<file path="config.mk">
export PLATFORM = sky130hd
export DESIGN_NAME = pop_count_pipe
export DESIGN_NICKNAME = d
export VERILOG_FILES = /design/src/rtl/pop_count_pipe.sv
export SDC_FILE = /design/constraint.sdc
export NUM_CORES = 1
export LEC_CHECK = 0
export CORE_MARGIN = 4
export CORE_UTILIZATION = 55
export DETAILED_ROUTE_END_ITERATION = 12
export DONT_BUFFER_PORTS = 1
export GPL_ROUTABILITY_DRIVEN = 0
export PLACE_DENSITY = 0.7
export SLEW_MARGIN = 15
export SYNTH_ARGS = -nofsm -noshare
export SYNTH_HDL_FRONTEND = slang
export SYNTH_SLANG_ARGS = --single-unit
</file>
<file path="constraint.sdc">
create_clock -name clk -period 5.4 [get_ports clk]
set_input_delay 0.54 -clock clk [delete_from_list [all_inputs] [get_ports clk]]
set_output_delay 0.54 -clock clk [all_outputs]
set_load 0.1 [all_outputs]
</file>
<file path="src/rtl/pop_count_pipe.sv">
// rtl/pop_count_pipe.sv - pipelined population count with running min/max statistics
// Leaf counts feed a binary adder tree; registers sit after every REG_EVERY levels.
module pop_count_pipe #(
  parameter int N         = 64,
  parameter int LEAF_W    = 4,
  parameter int REG_EVERY = 1
) (
  input  logic               clk,
  input  logic               rst,
  input  logic               en,
  input  logic               val_in,
  input  logic [N-1:0]       x,
  input  logic               stat_clr,
  output logic [$clog2(N):0] y,
  output logic               val_out,
  output logic [$clog2(N):0] y_min,
  output logic [$clog2(N):0] y_max,
  output logic               stat_val
);

  localparam int CW      = $clog2(N) + 1;
  localparam int NLEAF   = (N + LEAF_W - 1) / LEAF_W;
  localparam int D       = $clog2(NLEAF);
  localparam int NL      = 1 << D;
  localparam int PW      = NL * LEAF_W;
  localparam int SW      = $clog2(LEAF_W) + 1 + D;
  localparam int RDIV    = (REG_EVERY > 0) ? REG_EVERY : 1;
  localparam int LATENCY = (D == 0 || REG_EVERY == 0) ? 1 : 1 + (D + REG_EVERY - 1) / REG_EVERY;

  function automatic logic [SW-1:0] leaf_cnt(input logic [LEAF_W-1:0] b);
    leaf_cnt = '0;
    for (int j = 0; j < LEAF_W; j++) leaf_cnt = leaf_cnt + SW'(b[j]);
  endfunction

  // MSB zero padding so every leaf group is full width
  logic [PW-1:0] xp;
  always_comb begin
    xp = '0;
    xp[N-1:0] = x;
  end

  logic [SW-1:0] fin_c;
  logic [SW-1:0] fin_q;

  for (genvar k = 0; k <= D; k++) begin : g_lvl
    localparam int M    = NL >> k;
    localparam bit REGD = (k == 0) ? (REG_EVERY > 0 || D == 0)
                                   : (k == D || (REG_EVERY > 0 && (k % RDIV) == 0));
    logic [SW-1:0] cv [M];
    logic [SW-1:0] pv [M];

    if (k == 0) begin : g_leaf
      for (genvar i = 0; i < M; i++) begin : g_node
        assign cv[i] = leaf_cnt(xp[i*LEAF_W +: LEAF_W]);
      end
    end else begin : g_add
      for (genvar i = 0; i < M; i++) begin : g_node
        assign cv[i] = g_lvl[k-1].pv[2*i] + g_lvl[k-1].pv[2*i+1];
      end
    end

    if (REGD) begin : g_reg
      logic [SW-1:0] d_q [M];
      // only the last stage (y) needs a reset value; valid bits guard the rest
      always_ff @(posedge clk) begin
        if (rst && k == D) d_q <= '{default: '0};
        else if (en)       d_q <= cv;
      end
      assign pv = d_q;
    end else begin : g_comb
      assign pv = cv;
    end

    if (k == D) begin : g_fin
      assign fin_c = cv[0];
      assign fin_q = pv[0];
    end
  end

  logic [LATENCY-1:0] vld_q;
  logic [LATENCY-1:0] vld_d;
  always_comb begin
    vld_d = vld_q;
    if (en) vld_d = (vld_q << 1) | LATENCY'(val_in);
  end

  always_ff @(posedge clk) begin
    if (rst) vld_q <= '0;
    else     vld_q <= vld_d;
  end

  assign y       = CW'(fin_q);
  assign val_out = vld_q[LATENCY-1];

  logic [CW-1:0] res;
  logic          res_vld;
  assign res     = CW'(fin_c);
  assign res_vld = en && vld_d[LATENCY-1];

  logic [CW-1:0] min_q, min_d, max_q, max_d;
  logic          sv_q, sv_d;

  always_comb begin
    min_d = min_q;
    max_d = max_q;
    sv_d  = sv_q;
    if (stat_clr) begin
      min_d = '0;
      max_d = '0;
      sv_d  = 1'b0;
    end else if (res_vld) begin
      if (!sv_q || res < min_q) min_d = res;
      if (!sv_q || res > max_q) max_d = res;
      sv_d = 1'b1;
    end
  end

  always_ff @(posedge clk) begin
    if (rst) begin
      min_q <= '0;
      max_q <= '0;
      sv_q  <= 1'b0;
    end else begin
      min_q <= min_d;
      max_q <= max_d;
      sv_q  <= sv_d;
    end
  end

  assign y_min    = min_q;
  assign y_max    = max_q;
  assign stat_val = sv_q;

endmodule
</file>
# ---- After elaboration in Yosys (flattened, before gate mapping)
# Index checks and enable logic that the tools add are counted.
dict set report totals {
  elab_cells 110
  ram_bits 0
  n_memories 0
  out_inout_bits 23
  regBits 237
  in_bits 69
  romBits 0
  latch_bits 0
}
dict set report classes {
  addsub 63
  muxes 1
  mul 0
  reduce_logical 7
  n_div 0
  bitwise 1
  n_lt_le_gt_ge 2
  n_eq_ne 0
  n_shift 0
}
# op n
set ops {}
lappend ops {{adder 7 bit} 15}
lappend ops {{adder 3 x 1 -> 4 bit} 16}
lappend ops {{adder 2 x 1 -> 3 bit} 16}
lappend ops {{adder 1 x 1 -> 2 bit} 16}
lappend ops {{greater-than comparator 7 bit} 1}
lappend ops {{< comparator 7 bit} 1}
lappend ops {{two-way mux 5 bit} 1}
lappend ops {{bitwise OR 5 x 1 -> 5 bit} 1}
lappend ops {{AND reduction 2 bit} 2}
lappend ops {{logical OR 1 bit} 2}
lappend ops {{OR reduction 2 bit} 1}
lappend ops {{logical AND 1 bit} 1}
lappend ops {{logical NOT 1 bit} 1}

# ---- Logic depth before layout (Yosys ltp)
dict set report logic_depth {
  word_depth 4
  mapped_depth 11
  depth_no_buf 11
}

# ---- Least setup slack after synthesis
# No wires, ideal clock.
dict set report synth_path {
  path_kind {register -> register}
  start {register g_lvl[3].g_reg.d_q[0] (netlist name)}
  end {register min_q[1] (netlist: y_min[1])}
  required_time_ns 5.276
  setup_ns 0.124
  period_less_slack_ns 2.946
  path_buffers 0
  path_slack_ns 2.454
  t_arrival_ns 2.822
  stages_incl_launch_ff 12
  cell_sequence {edfxtp_1 > ha_1 > fa_1 > a211oi_1 > o21bai_1 > a21o_1 > ha_1 > a21oi_2 > a31oi_1 > a211oi_4 > mux2i_1 > nor2_1}
}
dict set report synth_via {
  elab_chain_cells 4
}
# item line_no
set synth_lines {}
lappend synth_lines {{from (decl)} 63} ;# logic [SW-1:0] d_q [M];
lappend synth_lines {{from (signal assigned)} 67} ;# else if (en) d_q <= cv;
lappend synth_lines {{adder 7 bit} 58} ;# assign cv[i] = g_lvl[k-1].pv[2*i] + g_lvl[k-1].pv[2*i+1];
lappend synth_lines {{via fin_c[6]} 42} ;# logic [SW-1:0] fin_c;
lappend synth_lines {{< comparator 7 bit} 112} ;# if (!sv_q || res < min_q) min_d = res;
lappend synth_lines {{logical OR 1 bit} 112}
lappend synth_lines {{AND reduction 2 bit (no source line)} n/a}
lappend synth_lines {{to (signal assigned)} 124} ;# min_q <= min_d;
lappend synth_lines {{to (decl)} 100} ;# logic [CW-1:0] min_q, min_d, max_q, max_d;
# The timed path passes the listed nets, and every way through them passes these cells.
# A chain may end at the register's enable or synchronous reset.

# ---- Final worst setup path
dict set report layout_path {
  start {register g_lvl[3].g_reg.d_q[0] (netlist name)}
  end {register min_q[5] (netlist: y_min[5])}
}
# Same word-level chain as after synthesis.

==> results by group <==
Run status
  – Outcome: finished clean

GRT
  – First-pass GRT wire length: approximately 20,000 um
  – Initial antenna violation count: 0
  – Vias in the first global route: 4,411
  – GR Overflow Total: 0
  – GRT Util Overall: 0.157
  – Largest net degree at the start of global routing: 126

STA
  – Final Hold Vio Count: 0
  – Fmax achieved: roughly 300 MHz
  – Max-slew violations: 0
  – RSZ-0062 raised after global routing: no
  – Crit path time final: between 3000 and 4000 ps
  – Endpoints failing setup: 0
  – Tcrit/Tclk final: 0.616
  – Worst rel slew slack: 0.290
  – Layout Skew: 11.3 ps
  – Final setup TNS: 0 ps
  – Slew @ Worst Pin: approximately 1100 ps
  – Fin Hold WS: ~180 ps

CTS
  – Root Buffer: clkbuf_16
  – CTS sink cnt: 139
  – H-Tree Level Count: 4
  – Cts repair resizes: 0
  – Bufs on Longest Clock Path: 2
  – CTS Hold Bufs: 0
  – Clock transition at the registers of the reported paths: ~60 ps
  – Clock network latency to the later pin of the worst-skew pair: 420 ps
  – CTS buffer count: 17
  – Setup bufs post-CTS: 0
  – CTS tree: yes

Finish
  – Area grow syn2layout: 10.7%
  – ANT cells: 0
  – Commonest non-fill, non-tap cell in the layout: inv_1
  – Nets: between 800 and 900
  – Final instance area: 0.00841 sq mm
  – Layout cells sized above 1: 0.0505
  – Commonest cells after routing, fill and taps aside: inv_1 (153), edfxtp_1 (112), ha_1 (101), fa_1 (31)

Worst setup path
  – Crit-path slowest cell: a211oi_4
  – Critical path, cell by cell: ha_1, fa_1, a211oi_1, o21bai_1, a21o_1, ha_1, a21oi_2, a31oi_1, a211oi_4, mux2i_1, nor2_1
  – CP top delay family: compound AO/OA/AOI/OAI gates
  – CP peak stage delay: approximately 490 ps
  – Cell mode on critical path: ha_1
  – Crit Path Max Fanout: 7
  – Crit. End Element: flop
  – R2R setup slack: between 2000 and 2500 ps
  – WP buf/inv: 0
  – Startpoint types: flop
  – Critical Path AT: roughly 3600 ps
  – CP Class: reg -> reg
  – Worst EP required: between 5000 and 6000 ps

Place
  – Port buffer count: 0
  – Hpwl dp: roughly 8000 um
  – Area after DPL: around 0.008 sq mm

Yosys
  – Synth Cell Area: between 0.007 and 0.008 sq mm
  – Mapped Cells: between 600 and 700
  – Post-synthesis sequential area ratio: 0.514
  – Syn_area_per_cell: 12.5 sq um
  – Post-synthesis mux area share: 0.0329
  – Compound-Gate Fraction of Synth Area: 0.0575
  – Syn Nets: just over 800
  – Area share of and/or/nand/nor cells after synthesis: 0.0415
  – Synthesized flop and latch total: 139
  – Yosys cell types: 31
  – Yosys warning count: 0
  – Adder-cell share of the synthesized area: 0.248
  – Fraction of synthesized cell area in xor and xnor cells: 0.0288
  – Largest family of logic cells by synthesized area: adder cells

Detailed routing
  – Detailed router's first-iteration violation count: 174
  – Post-route antenna net violation count: 0
  – DRT Wirelength: 11,300 um
  – Met1 Routed Length: 4890 um
  – Highest routing layer actually used: met4
  – Routed length on met3: about 570 um
  – Drt via density: 5.01
  – Routed length per placed instance: roughly 14 um
  – Drt drc: 0
  – DRT Pass-1 Iters: 4
  – Met2 wire length: ~5500 um
  – Routed vias: a little over 4k

Floorplan
  – Die area: roughly 0.016 sq mm
  – Die Ht: roughly 130 um
  – DIE WIDTH: about 130 um
  – Core ar.: 0.0134 sq mm
  – Cell row count: 42
  – Starting Density: 0.567
  – I/O pin total: just over 90

Min path
  – Hold Crit Class: in -> reg

Flow run
  – Max-cap violations: 0

Power
  – Pleak: just under 4 nW
  – VDD IR max: 0.273 mV
  – Power Dens Cells: between 500 and 600 mW/mm^2
[cell usage after synthesis]
cell,instances,area share
xor2_1,1,0.0012
o21ai_1,1,0.00066
a21o_1,27,0.027
o21bai_1,2,0.0020
o21a_1,1,0.00099
mux2i_1,25,0.033
nand3_1,2,0.0013
nand4b_1,1,0.0012
nor2_1,22,0.011
nor2b_1,8,0.0066
inv_1,153,0.076
a2111oi_2,1,0.0020
edfxtp_1,112,0.44
nor4b_1,1,0.0012
ha_1,101,0.17
o21ai_0,9,0.0059
nand2_1,19,0.0094
buf_2,1,0.00066
clkbuf_1,3,0.0015
dfxtp_1,27,0.071
a211oi_4,2,0.0053
or2_2,1,0.00082
a211oi_1,2,0.0020
xnor2_1,24,0.028
a21oi_2,1,0.0012
nand2b_1,7,0.0058
nor3b_1,2,0.0020
a21oi_1,14,0.0092
nand4_1,3,0.0025
fa_1,31,0.082
a31oi_1,2,0.0016
[cell families after synthesis]
family / count (synthesis)
compound gates: 62
xor+xnor: 25
fa+ha+maj: 132
buf+inv: 157
flops: 139
mux: 25
simple gates: 66
[worst register-to-register path, delay by kind of cell (launching register included)]
| family | cells | cell delay, ps |
|---|---|---|
| DFF | 1 | 370 |
| muxes | 1 | 280 |
| adders and majority gates | 3 | 1050 |
| AOI/OAI and AO/OA | 6 | 1450 |
| and+or+nand+nor | 1 | 80 |
[sequential cells by signal (all words and copies together) (netlist names)]
register         count
y_max                7
vld_q                5
y                    7
y_min                7
g_lvl.g_reg.d_q    112
stat_val             1
[area by class of cell]
type	count	area [sq um]
Clock buffer	18	429
Clock inverter	14	178
Sequential cell	139	3900
Inverter	153	574
Tap cell	176	220
Multi-Input combinational cell	310	3110
Fill cell	994	4990
[layer usage]
| layer | track usage | vias to the layer above |
|---|---|---|
| met1 | 0.178 | 1887 |
| met4 | 0.0765 | 0 |
| li1 | - | 2036 |
| met5 | 0 | - |
| met2 | 0.264 | 99 |
| met3 | 0.0542 | 36 |
[power breakdown]
group / total (W) / internal [W] / leakage (nW) / switching (W)
clock network: 0.00119 / 0.000765 / 0.290 / 0.000429
logic: 0.00139 / 0.000617 / 2.24 / 0.000769
registers: 0.00167 / 0.00146 / 1.32 / 0.000210
[final timing paths]
check	from	to	cells after the start
worst max-delay path	g_lvl[3].g_reg.d_q[0]	y_min[5]	11
worst max register to register	g_lvl[3].g_reg.d_q[0]	y_min[5]	11
worst min-delay path	rst	vld_q[4]	1
worst min register to register	vld_q[2]	vld_q[2]	2
[stage by stage]
step / std cells / worst slack, ps / util / total power (W)
final: 810 / 2070 / 0.628 / 0.00425
after global routing: 810 / 1860 / 0.628 / 0.00456
after CTS: 810 / 2030 / 0.628 / 0.00430
after global placement: 778 / 2330 / 0.582 / 0.00296
after floorplan: 606 / 2450 / - / 0.00273
after detailed placement: 778 / 2120 / 0.582 / 0.00308
(Power assumes the default switching activity.)
